## src/rtl/decode_pfx_pkg.sv

```systemverilog
// Shared constants for the x86 legacy prefix front end.
package decode_pfx_pkg;

  // Legacy prefix byte values
  localparam logic [7:0] PFX_ES    = 8'h26;
  localparam logic [7:0] PFX_CS    = 8'h2E;
  localparam logic [7:0] PFX_SS    = 8'h36;
  localparam logic [7:0] PFX_DS    = 8'h3E;
  localparam logic [7:0] PFX_FS    = 8'h64;
  localparam logic [7:0] PFX_GS    = 8'h65;
  localparam logic [7:0] PFX_OPSZ  = 8'h66;
  localparam logic [7:0] PFX_ADSZ  = 8'h67;
  localparam logic [7:0] PFX_LOCK  = 8'hF0;
  localparam logic [7:0] PFX_REPNE = 8'hF2;
  localparam logic [7:0] PFX_REP   = 8'hF3;

  // Segment register codes
  localparam logic [2:0] SEG_ES = 3'd0;
  localparam logic [2:0] SEG_CS = 3'd1;
  localparam logic [2:0] SEG_SS = 3'd2;
  localparam logic [2:0] SEG_DS = 3'd3;
  localparam logic [2:0] SEG_FS = 3'd4;
  localparam logic [2:0] SEG_GS = 3'd5;

  // REP encodings
  localparam logic [1:0] REP_NONE = 2'b00;
  localparam logic [1:0] REP_NE   = 2'b10;
  localparam logic [1:0] REP_E    = 2'b11;

  // Sequencer states
  typedef enum logic {
    S_SCAN = 1'b0,
    S_HOLD = 1'b1
  } state_t;

endpackage

```

## src/rtl/prefix_byte_classify.sv

```systemverilog
// Combinational byte-to-prefix-class decode.
module prefix_byte_classify
  import decode_pfx_pkg::*;
(
  input  logic [7:0] i_byte,
  output logic       o_is_seg,
  output logic [2:0] o_seg,
  output logic       o_is_opsz,
  output logic       o_is_lock,
  output logic       o_is_rep,
  output logic [1:0] o_rep,
  output logic       o_is_adsz,
  output logic       o_is_opcode
);

  // Classify one byte; anything not a known prefix is an opcode byte
  always_comb begin
    o_is_seg    = 1'b0;
    o_seg       = SEG_ES;
    o_is_opsz   = 1'b0;
    o_is_lock   = 1'b0;
    o_is_rep    = 1'b0;
    o_rep       = REP_NONE;
    o_is_adsz   = 1'b0;
    o_is_opcode = 1'b0;
    case (i_byte)
      PFX_ES:    begin o_is_seg = 1'b1; o_seg = SEG_ES; end
      PFX_CS:    begin o_is_seg = 1'b1; o_seg = SEG_CS; end
      PFX_SS:    begin o_is_seg = 1'b1; o_seg = SEG_SS; end
      PFX_DS:    begin o_is_seg = 1'b1; o_seg = SEG_DS; end
      PFX_FS:    begin o_is_seg = 1'b1; o_seg = SEG_FS; end
      PFX_GS:    begin o_is_seg = 1'b1; o_seg = SEG_GS; end
      PFX_OPSZ:  o_is_opsz = 1'b1;
      PFX_ADSZ:  o_is_adsz = 1'b1;
      PFX_LOCK:  o_is_lock = 1'b1;
      PFX_REPNE: begin o_is_rep = 1'b1; o_rep = REP_NE; end
      PFX_REP:   begin o_is_rep = 1'b1; o_rep = REP_E; end
      default:   o_is_opcode = 1'b1;
    endcase
  end

endmodule

```

## src/rtl/prefix_sequencer.sv

```systemverilog
// Serial prefix stripper: accumulates legacy prefix state and hands the
// opcode byte plus prefix packet downstream over valid/ready.
module prefix_sequencer
  import decode_pfx_pkg::*;
#(
  parameter int MAX_PFX = 4,
  parameter int CNT_W   = 3
) (
  input  logic             clk,
  input  logic             reset,
  input  logic             flush,
  input  logic             in_valid,
  input  logic [7:0]       in_byte,
  output logic             in_ready,
  output logic             out_valid,
  input  logic             out_ready,
  output logic [7:0]       out_opcode,
  output logic             out_seg_vld,
  output logic [2:0]       out_seg,
  output logic             out_opsize,
  output logic             out_lock,
  output logic [1:0]       out_rep,
  output logic [CNT_W-1:0] out_pfx_cnt,
  output logic             out_err
);

  localparam logic [CNT_W-1:0] MAX_C = CNT_W'(MAX_PFX);

  state_t           r_state, w_state_nxt;
  logic [7:0]       r_opcode, w_opcode_nxt;
  logic             r_seg_vld, w_seg_vld_nxt;
  logic [2:0]       r_seg, w_seg_nxt;
  logic             r_opsize, w_opsize_nxt;
  logic             r_lock, w_lock_nxt;
  logic [1:0]       r_rep, w_rep_nxt;
  logic [CNT_W-1:0] r_cnt, w_cnt_nxt;
  logic             r_err, w_err_nxt;

  logic       w_is_seg, w_is_opsz, w_is_lock, w_is_rep, w_is_adsz, w_is_opcode;
  logic [2:0] w_seg_code;
  logic [1:0] w_rep_code;

  prefix_byte_classify u_classify (
    .i_byte      (in_byte),
    .o_is_seg    (w_is_seg),
    .o_seg       (w_seg_code),
    .o_is_opsz   (w_is_opsz),
    .o_is_lock   (w_is_lock),
    .o_is_rep    (w_is_rep),
    .o_rep       (w_rep_code),
    .o_is_adsz   (w_is_adsz),
    .o_is_opcode (w_is_opcode)
  );

  assign in_ready    = (r_state == S_SCAN) && !flush;
  assign out_valid   = (r_state == S_HOLD);
  assign out_opcode  = r_opcode;
  assign out_seg_vld = r_seg_vld;
  assign out_seg     = r_seg;
  assign out_opsize  = r_opsize;
  assign out_lock    = r_lock;
  assign out_rep     = r_rep;
  assign out_pfx_cnt = r_cnt;
  assign out_err     = r_err;

  // Next-state and accumulator update; flush outranks a handoff in HOLD
  always_comb begin
    w_state_nxt   = r_state;
    w_opcode_nxt  = r_opcode;
    w_seg_vld_nxt = r_seg_vld;
    w_seg_nxt     = r_seg;
    w_opsize_nxt  = r_opsize;
    w_lock_nxt    = r_lock;
    w_rep_nxt     = r_rep;
    w_cnt_nxt     = r_cnt;
    w_err_nxt     = r_err;
    if (flush || (r_state == S_HOLD && out_ready)) begin
      w_state_nxt   = S_SCAN;
      w_opcode_nxt  = '0;
      w_seg_vld_nxt = 1'b0;
      w_seg_nxt     = '0;
      w_opsize_nxt  = 1'b0;
      w_lock_nxt    = 1'b0;
      w_rep_nxt     = REP_NONE;
      w_cnt_nxt     = '0;
      w_err_nxt     = 1'b0;
    end else if (r_state == S_SCAN && in_valid) begin
      if (w_is_adsz) begin
        // 0x67 always counts, so the count may reach MAX_PFX+1 here
        w_err_nxt    = 1'b1;
        w_opcode_nxt = in_byte;
        w_cnt_nxt    = r_cnt + CNT_W'(1);
        w_state_nxt  = S_HOLD;
      end else if (w_is_opcode) begin
        w_opcode_nxt = in_byte;
        w_state_nxt  = S_HOLD;
      end else if (r_cnt == MAX_C) begin
        w_err_nxt    = 1'b1;
        w_opcode_nxt = in_byte;
        w_state_nxt  = S_HOLD;
      end else begin
        w_cnt_nxt = r_cnt + CNT_W'(1);
        if (w_is_seg) begin
          w_seg_vld_nxt = 1'b1;
          w_seg_nxt     = w_seg_code;
        end
        if (w_is_opsz) w_opsize_nxt = 1'b1;
        if (w_is_lock) w_lock_nxt   = 1'b1;
        if (w_is_rep)  w_rep_nxt    = w_rep_code;
      end
    end
  end

  // State and packet registers
  always_ff @(posedge clk or negedge reset) begin
    if (!reset) begin
      r_state   <= S_SCAN;
      r_opcode  <= '0;
      r_seg_vld <= 1'b0;
      r_seg     <= '0;
      r_opsize  <= 1'b0;
      r_lock    <= 1'b0;
      r_rep     <= REP_NONE;
      r_cnt     <= '0;
      r_err     <= 1'b0;
    end else begin
      r_state   <= w_state_nxt;
      r_opcode  <= w_opcode_nxt;
      r_seg_vld <= w_seg_vld_nxt;
      r_seg     <= w_seg_nxt;
      r_opsize  <= w_opsize_nxt;
      r_lock    <= w_lock_nxt;
      r_rep     <= w_rep_nxt;
      r_cnt     <= w_cnt_nxt;
      r_err     <= w_err_nxt;
    end
  end

endmodule

```

## config.mk

```make
export PLATFORM = sky130hd
export DESIGN_NAME = prefix_sequencer
export DESIGN_NICKNAME = d
export VERILOG_FILES = /design/src/rtl/decode_pfx_pkg.sv /design/src/rtl/prefix_byte_classify.sv /design/src/rtl/prefix_sequencer.sv
export SDC_FILE = /design/constraint.sdc
export NUM_CORES = 1
export LEC_CHECK = 0
export ABC_AREA = 1
export ABC_CLOCK_PERIOD_IN_PS = 4710
export CAP_MARGIN = 15
export CORE_MARGIN = 3
export CORE_UTILIZATION = 52
export DETAILED_ROUTE_END_ITERATION = 12
export PLACE_DENSITY_LB_ADDON = 0.15
export SETUP_SLACK_MARGIN = 0.02
export SYNTH_ARGS = -nofsm -noshare
export SYNTH_HDL_FRONTEND = slang
export SYNTH_SLANG_ARGS = --single-unit
```

## constraint.sdc

```tcl
create_clock -name clk -period 4.71 [get_ports clk]
set_input_delay 0.942 -clock clk [delete_from_list [all_inputs] [get_ports clk]]
set_output_delay 0.942 -clock clk [all_outputs]
set_load 0.005 [all_outputs]
```

; Yosys cells after proc, flatten, opt, wreduce, memory -nomap -nowiden
; Index checks and enable logic that the tools add are counted.
[classes]
add_sub_neg = 1
n_mul = 0
div_mod_pow = 0
order_cmp = 0
n_eq_ne = 16
shift = 0
mux = 56
bitwise_logic = 1
reduce_logical = 23
[op_table]
columns = op, n
row1 = 2-to-1 mux 8 bit, 5
row2 = 2-to-1 mux 3 bit, 11
row3 = equality test 8 x 6 -> 1 bit (second input constant), 4
row4 = equality test 8 x 7 -> 1 bit (second input constant), 4
row5 = 2-to-1 mux 1 bit, 32
row6 = equality test 8 bit (second input constant), 3
row7 = AND reduction 5 bit, 4
row8 = one-hot mux 3 bit (5 select lines), 1
row9 = 2-to-1 mux 2 bit, 6
row10 = nonzero test 2 bit, 6
row11 = OR reduction 11 bit, 1
row12 = AND reduction 3 bit, 2
row13 = nonzero test 3 bit, 2
row14 = OR reduction 6 bit, 1
row15 = != test 2 bit (second input constant), 2
row16 = != test 4 x 1 -> 1 bit (second input constant), 1
row17 = one-hot mux 2 bit (2 select lines), 1
row18 = adder 3 x 1 -> 3 bit (second input constant), 1
row19 = equality test 3 bit (second input constant), 1
row20 = logical AND 1 bit, 3
row21 = != test 3 x 2 -> 1 bit (second input constant), 1
row22 = AND reduction 2 bit, 1
row23 = OR reduction 2 bit, 1
row24 = logical NOT 1 bit, 1
row25 = 2 further kinds, 2
[word_totals]
register_bits = 21
latchBits = 0
ramBits = 0
mem_bits_ro = 0
output_inout_bits = 22
n_memories = 0

; Depth between registers and ports, before layout
[logic_depth]
word_depth = 9
ltp_mapped = 12

; Hierarchy
; From an unflattened synthesis, not the netlist that was laid out.
[unflattened]
hier_cells = 208
area_unflattened_um2 = 1451.4
[by_module_without_submodules]
columns = mod, n_inst, cells_per_inst, area_per_inst_um2
row1 = prefix_sequencer, 1, 152, 1191.1
row2 = prefix_byte_classify, 1, 56, 260.2

; Least setup slack after synthesis
; No wires, ideal clock.
[synth_timing]
path_kind = input-to-output
start = input flush
end = output in_ready
t_arrival_ns = 1.037
required_ns = 3.768
slack_ns = 2.731
cell_stages = 1
cell_sequence = nor2_1
[synth_via]
elab_chain_cells = 2
[synth_lines]
columns = element, line
row1 = start: declaration, prefix_sequencer.sv:11  ; input logic flush,
row2 = logical NOT 1 bit, prefix_sequencer.sv:55  ; assign in_ready = (r_state == S_SCAN) && !flush;
row3 = logical AND 1 bit, prefix_sequencer.sv:55
row4 = end: declaration, prefix_sequencer.sv:14  ; output logic in_ready,
; No other way between the ends.

; Worst setup path after layout
; Same ends and word-level chain as after synthesis.

==> tab_implementation.tex <==
\begin{tabular}{lr}
\hline
Metric & Value \\
\hline
\multicolumn{2}{l}{\textbf{Clock network}} \\
\quad Setup bufs post-CTS & 0 \\
\quad Count of hold buffers inserted by post-cts repair & 0 \\
\quad TritonCTS buffer count & 3 \\
\quad Cts repair resizes & 0 \\
\quad Clock tree from TritonCTS & done \\
\quad CTS root buffer & sky130\_fd\_sc\_hd\_\_clkbuf\_4 \\
\quad Maximum count of clock buffers along a single path & 2 \\
\quad Maximum level of the CTS H-tree & 1 \\
\quad Clock-pin slew on the worst setup and hold paths & 0.11 ns \\
\quad Sinks on the clock net & 21 \\
\quad Latest clock arrival within the worst-skew pair & 0.30 ns \\
\multicolumn{2}{l}{\textbf{Timing}} \\
\quad Hold slack & 0.492 ns \\
\quad Relative slew slack & 37.1\% \\
\quad Worst setup skew after layout & 0.00281 ns \\
\quad Unrepaired setup endpoints after global routing & no \\
\quad Final Hold Fails & 0 \\
\quad Pins Over Slew Limit & 0 \\
\quad Worst Tran Pin Value & 0.941 ns \\
\quad Final period util & 63.0\% \\
\quad Post-layout min period & 2.97 ns \\
\quad \# setup viols final & 0 \\
\quad Final setup TNS & 0 ns \\
\quad Post-layout worst setup margin & 1.74 ns \\
\quad Fmax & 0.337 GHz \\
\multicolumn{2}{l}{\textbf{Worst setup path}} \\
\quad Startpoint class of the critical path & input pin \\
\quad Peak per-stage delay on the critical path & 0.51 ns \\
\quad Start-to-end type of the worst setup path & in2out \\
\quad Crit Path Max Fanout & 2 \\
\quad Crit-path slowest cell & sky130\_fd\_sc\_hd\_\_clkdlybuf4s50\_1 \\
\quad Cell Chain, Critical Path & clkdlybuf4s50\_1, nor2\_1, clkdlybuf4s50\_1 \\
\quad Cell family with the largest share of critical-path delay & buffers and inverters \\
\quad Top cell by count, worst path & sky130\_fd\_sc\_hd\_\_clkdlybuf4s50\_1 \\
\quad Required @ worst endpoint & 3.77 ns \\
\quad Data arrival at the endpoint of the critical path & 2.03 ns \\
\quad Number of buffer and inverter instances along the worst setup path & 2 \\
\quad Crit end category & output port \\
\multicolumn{2}{l}{\textbf{Synthesis}} \\
\quad Mapped Area & 1330 sq um \\
\quad Post-synthesis register bit count & 21 \\
\quad Synth Instances & 165 \\
\quad Library cell occupying the most area in the post-synthesis netlist & sky130\_fd\_sc\_hd\_\_dfrtp\_1 \\
\quad Synthesis Warnings & 0 \\
\quad Leading post-synthesis cells by cell area & sky130\_fd\_sc\_hd\_\_dfrtp\_1 (40\%), sky130\_fd\_sc\_hd\_\_nand2\_1 (13\%), sky130\_fd\_sc\_hd\_\_o21ai\_2 (5.9\%) \\
\quad Number of distinct standard cells referenced by the synthesized netlist & 27 \\
\quad Avg Cell Area, Syn & 8.04 sq um \\
\quad Share of Yosys cell area claimed by the top area cell type & 39.6\% \\
\quad Part of the Yosys area used for sequential elements & 39.6\% \\
\quad Total nets after synthesis & 180 \\
\multicolumn{2}{l}{\textbf{Placement}} \\
\quad Detailed-placement wirelength estimate & 2290 um \\
\quad Placed insts & 223 \\
\quad I/O Buffers & 34 \\
\quad Final weighted congestion in routability-driven placement & 0.804 \\
\quad Worst setup slack before clock tree synthesis & 1.73 ns \\
\multicolumn{2}{l}{\textbf{Power and ir drop}} \\
\quad Reported leakage power & 0.000808 uW \\
\quad Peak supply drop & 0.000196 V \\
\quad Total power per unit cell area & 260 nW/um\^{}2 \\
\multicolumn{2}{l}{\textbf{Floorplanning}} \\
\quad Boundary Pins & 35 \\
\quad Std-Cell Rows & 17 \\
\quad Placeable core region & 2320 sq um \\
\quad Horizontal die dimension & 56.5 um \\
\quad Die area & 3190 sq um \\
\quad Height of the die & 56.5 um \\
\quad Effective utilization at floorplan & 57.2\% \\
\multicolumn{2}{l}{\textbf{Final layout}} \\
\quad Top library cells by usage in the layout, fill and taps aside & sky130\_fd\_sc\_hd\_\_nand2\_1 (47), sky130\_fd\_sc\_hd\_\_clkdlybuf4s50\_1 (34), sky130\_fd\_sc\_hd\_\_dfrtp\_1 (21) \\
\quad Synth-to-Final Area Change & 27.5\% \\
\quad Final non-filler cell total & 227 \\
\quad Most common cell after layout, fill and taps aside & sky130\_fd\_sc\_hd\_\_nand2\_1 \\
\quad Fraction of the core area covered by cells at the end of the flow & 72.9\% \\
\quad Final \#Nets & 215 \\
\quad Layout cells sized above 1 & 19.1\% \\
\quad Antenna cell count & 0 \\
\multicolumn{2}{l}{\textbf{Drt}} \\
\quad Via count of the routed design & 1198 \\
\quad First-pass DRT Iterations & 5 \\
\quad Number of antenna-violating nets in the routed design & 0 \\
\quad DRC & 0 \\
\quad Via-per-instance ratio & 5.28 \\
\quad Routed WL & 2930 um \\
\quad Wire length per cell after detailed routing & 12.9 um \\
\quad Number of design-rule violations left by the first detailed-router iteration & 47 \\
\multicolumn{2}{l}{\textbf{Global route}} \\
\quad Global-route usage over all layers & 20.3\% \\
\quad Pin count of the biggest net entering global routing & 22 \\
\quad Via count of the first global-routing pass & 1180 \\
\quad First-pass GRT wire length & 5160 um \\
\quad Overflow left after global routing & 0 \\
\quad Number of antenna violations at the first check in global routing & 0 \\
\multicolumn{2}{l}{\textbf{Hold path}} \\
\quad Hold Crit Class & reg2reg \\
\multicolumn{2}{l}{\textbf{Flow run}} \\
\quad Maximum capacitance violations & 0 \\
\multicolumn{2}{l}{\textbf{Outcome}} \\
\quad Run status & finished, final reports clean \\
\hline
\end{tabular}
==> stage by stage <==
| step | instance area (sq um) | power [uW] |
|---|---|---|
| after floorplan | 1330 | 294 |
| after global placement | 1660 | 349 |
| after detailed placement | 1660 | 356 |
| after CTS | 1690 | 443 |
| after global routing | 1690 | 468 |
| final | 1690 | 440 |
==> worst min-delay path: stages, from the launching register on <==
cell and delay (ns):
sky130_fd_sc_hd__dfrtp_1 0.36, sky130_fd_sc_hd__nand2_1 0.06, sky130_fd_sc_hd__o21ai_2 0.05
==> Yosys cell counts (all sizes together) <==
| master | instances |
|---|---|
| a21oi | 5 |
| buf | 4 |
| dfrtp | 21 |
| ha | 2 |
| inv | 21 |
| nand2 | 55 |
| nand3 | 12 |
| nand4 | 6 |
| nor2 | 21 |
| nor3 | 2 |
| o21ai | 13 |
| o22ai | 1 |
| o31ai | 1 |
| xnor2 | 1 |
==> flip-flops by register name (all words and copies together), names as in the netlist <==
name / count
out_lock: 1
out_pfx_cnt: 3
out_seg: 3
out_valid: 1
out_opsize: 1
out_rep: 2
out_opcode: 8
out_seg_vld: 1
out_err: 1
==> logic make-up (layout without fill, tap and decap cells) <==
family	count (synthesis)	in the layout	share of synthesized area [%]
compound gates	20	20	11.5
simple gates	96	96	37.5
xor+xnor	1	1	0.660
flops	21	21	39.6
fa+ha+maj	2	2	1.89
buf+inv	25	59	8.77
==> report_power, final <==
| part | switching [uW] | leakage (uW) | internal (uW) |
|---|---|---|---|
| sequential | 16.1 | 0.000282 | 197 |
| combinational | 73.3 | 0.000511 | 66.4 |
| clock | 54.8 | 0.0000150 | 33.0 |
==> metal layers <==
| layer | vias to the layer above | routed length (um) | global-route usage, % |
|---|---|---|---|
| met2 | 47 | 1460 | 34.3 |
| met1 | 546 | 1260 | 25.5 |
| li1 | 597 | - | - |
| met4 | 0 | 46 | 6.78 |
| met5 | - | 0 | 0 |
| met3 | 8 | 164 | 4.14 |
==> cell type report <==
type / instances / area [sq um]
Sequential cell: 21 / 526
Multi-Input combinational cell: 119 / 684
Inverter: 21 / 78.8
Timing Repair Buffer: 34 / 340
Tap cell: 28 / 35.0
Fill cell: 183 / 628
Clock buffer: 4 / 26.3
==> path summary, 6_finish.rpt <==
kind                                from       endpoint  slack (ns)  cells after the start
min in group asynchronous          reset        out_err        1.15                      1
max in group asynchronous          reset     out_rep[0]        2.99                      1
max                                flush       in_ready        1.74                      3
max reg2reg                    out_valid  out_opcode[7]        2.85                      7
min                        out_opcode[6]  out_opcode[6]        0.49                      2
min reg2reg                out_opcode[6]  out_opcode[6]        0.49                      2
No activity file was read; power rests on OpenSTA's default activity.
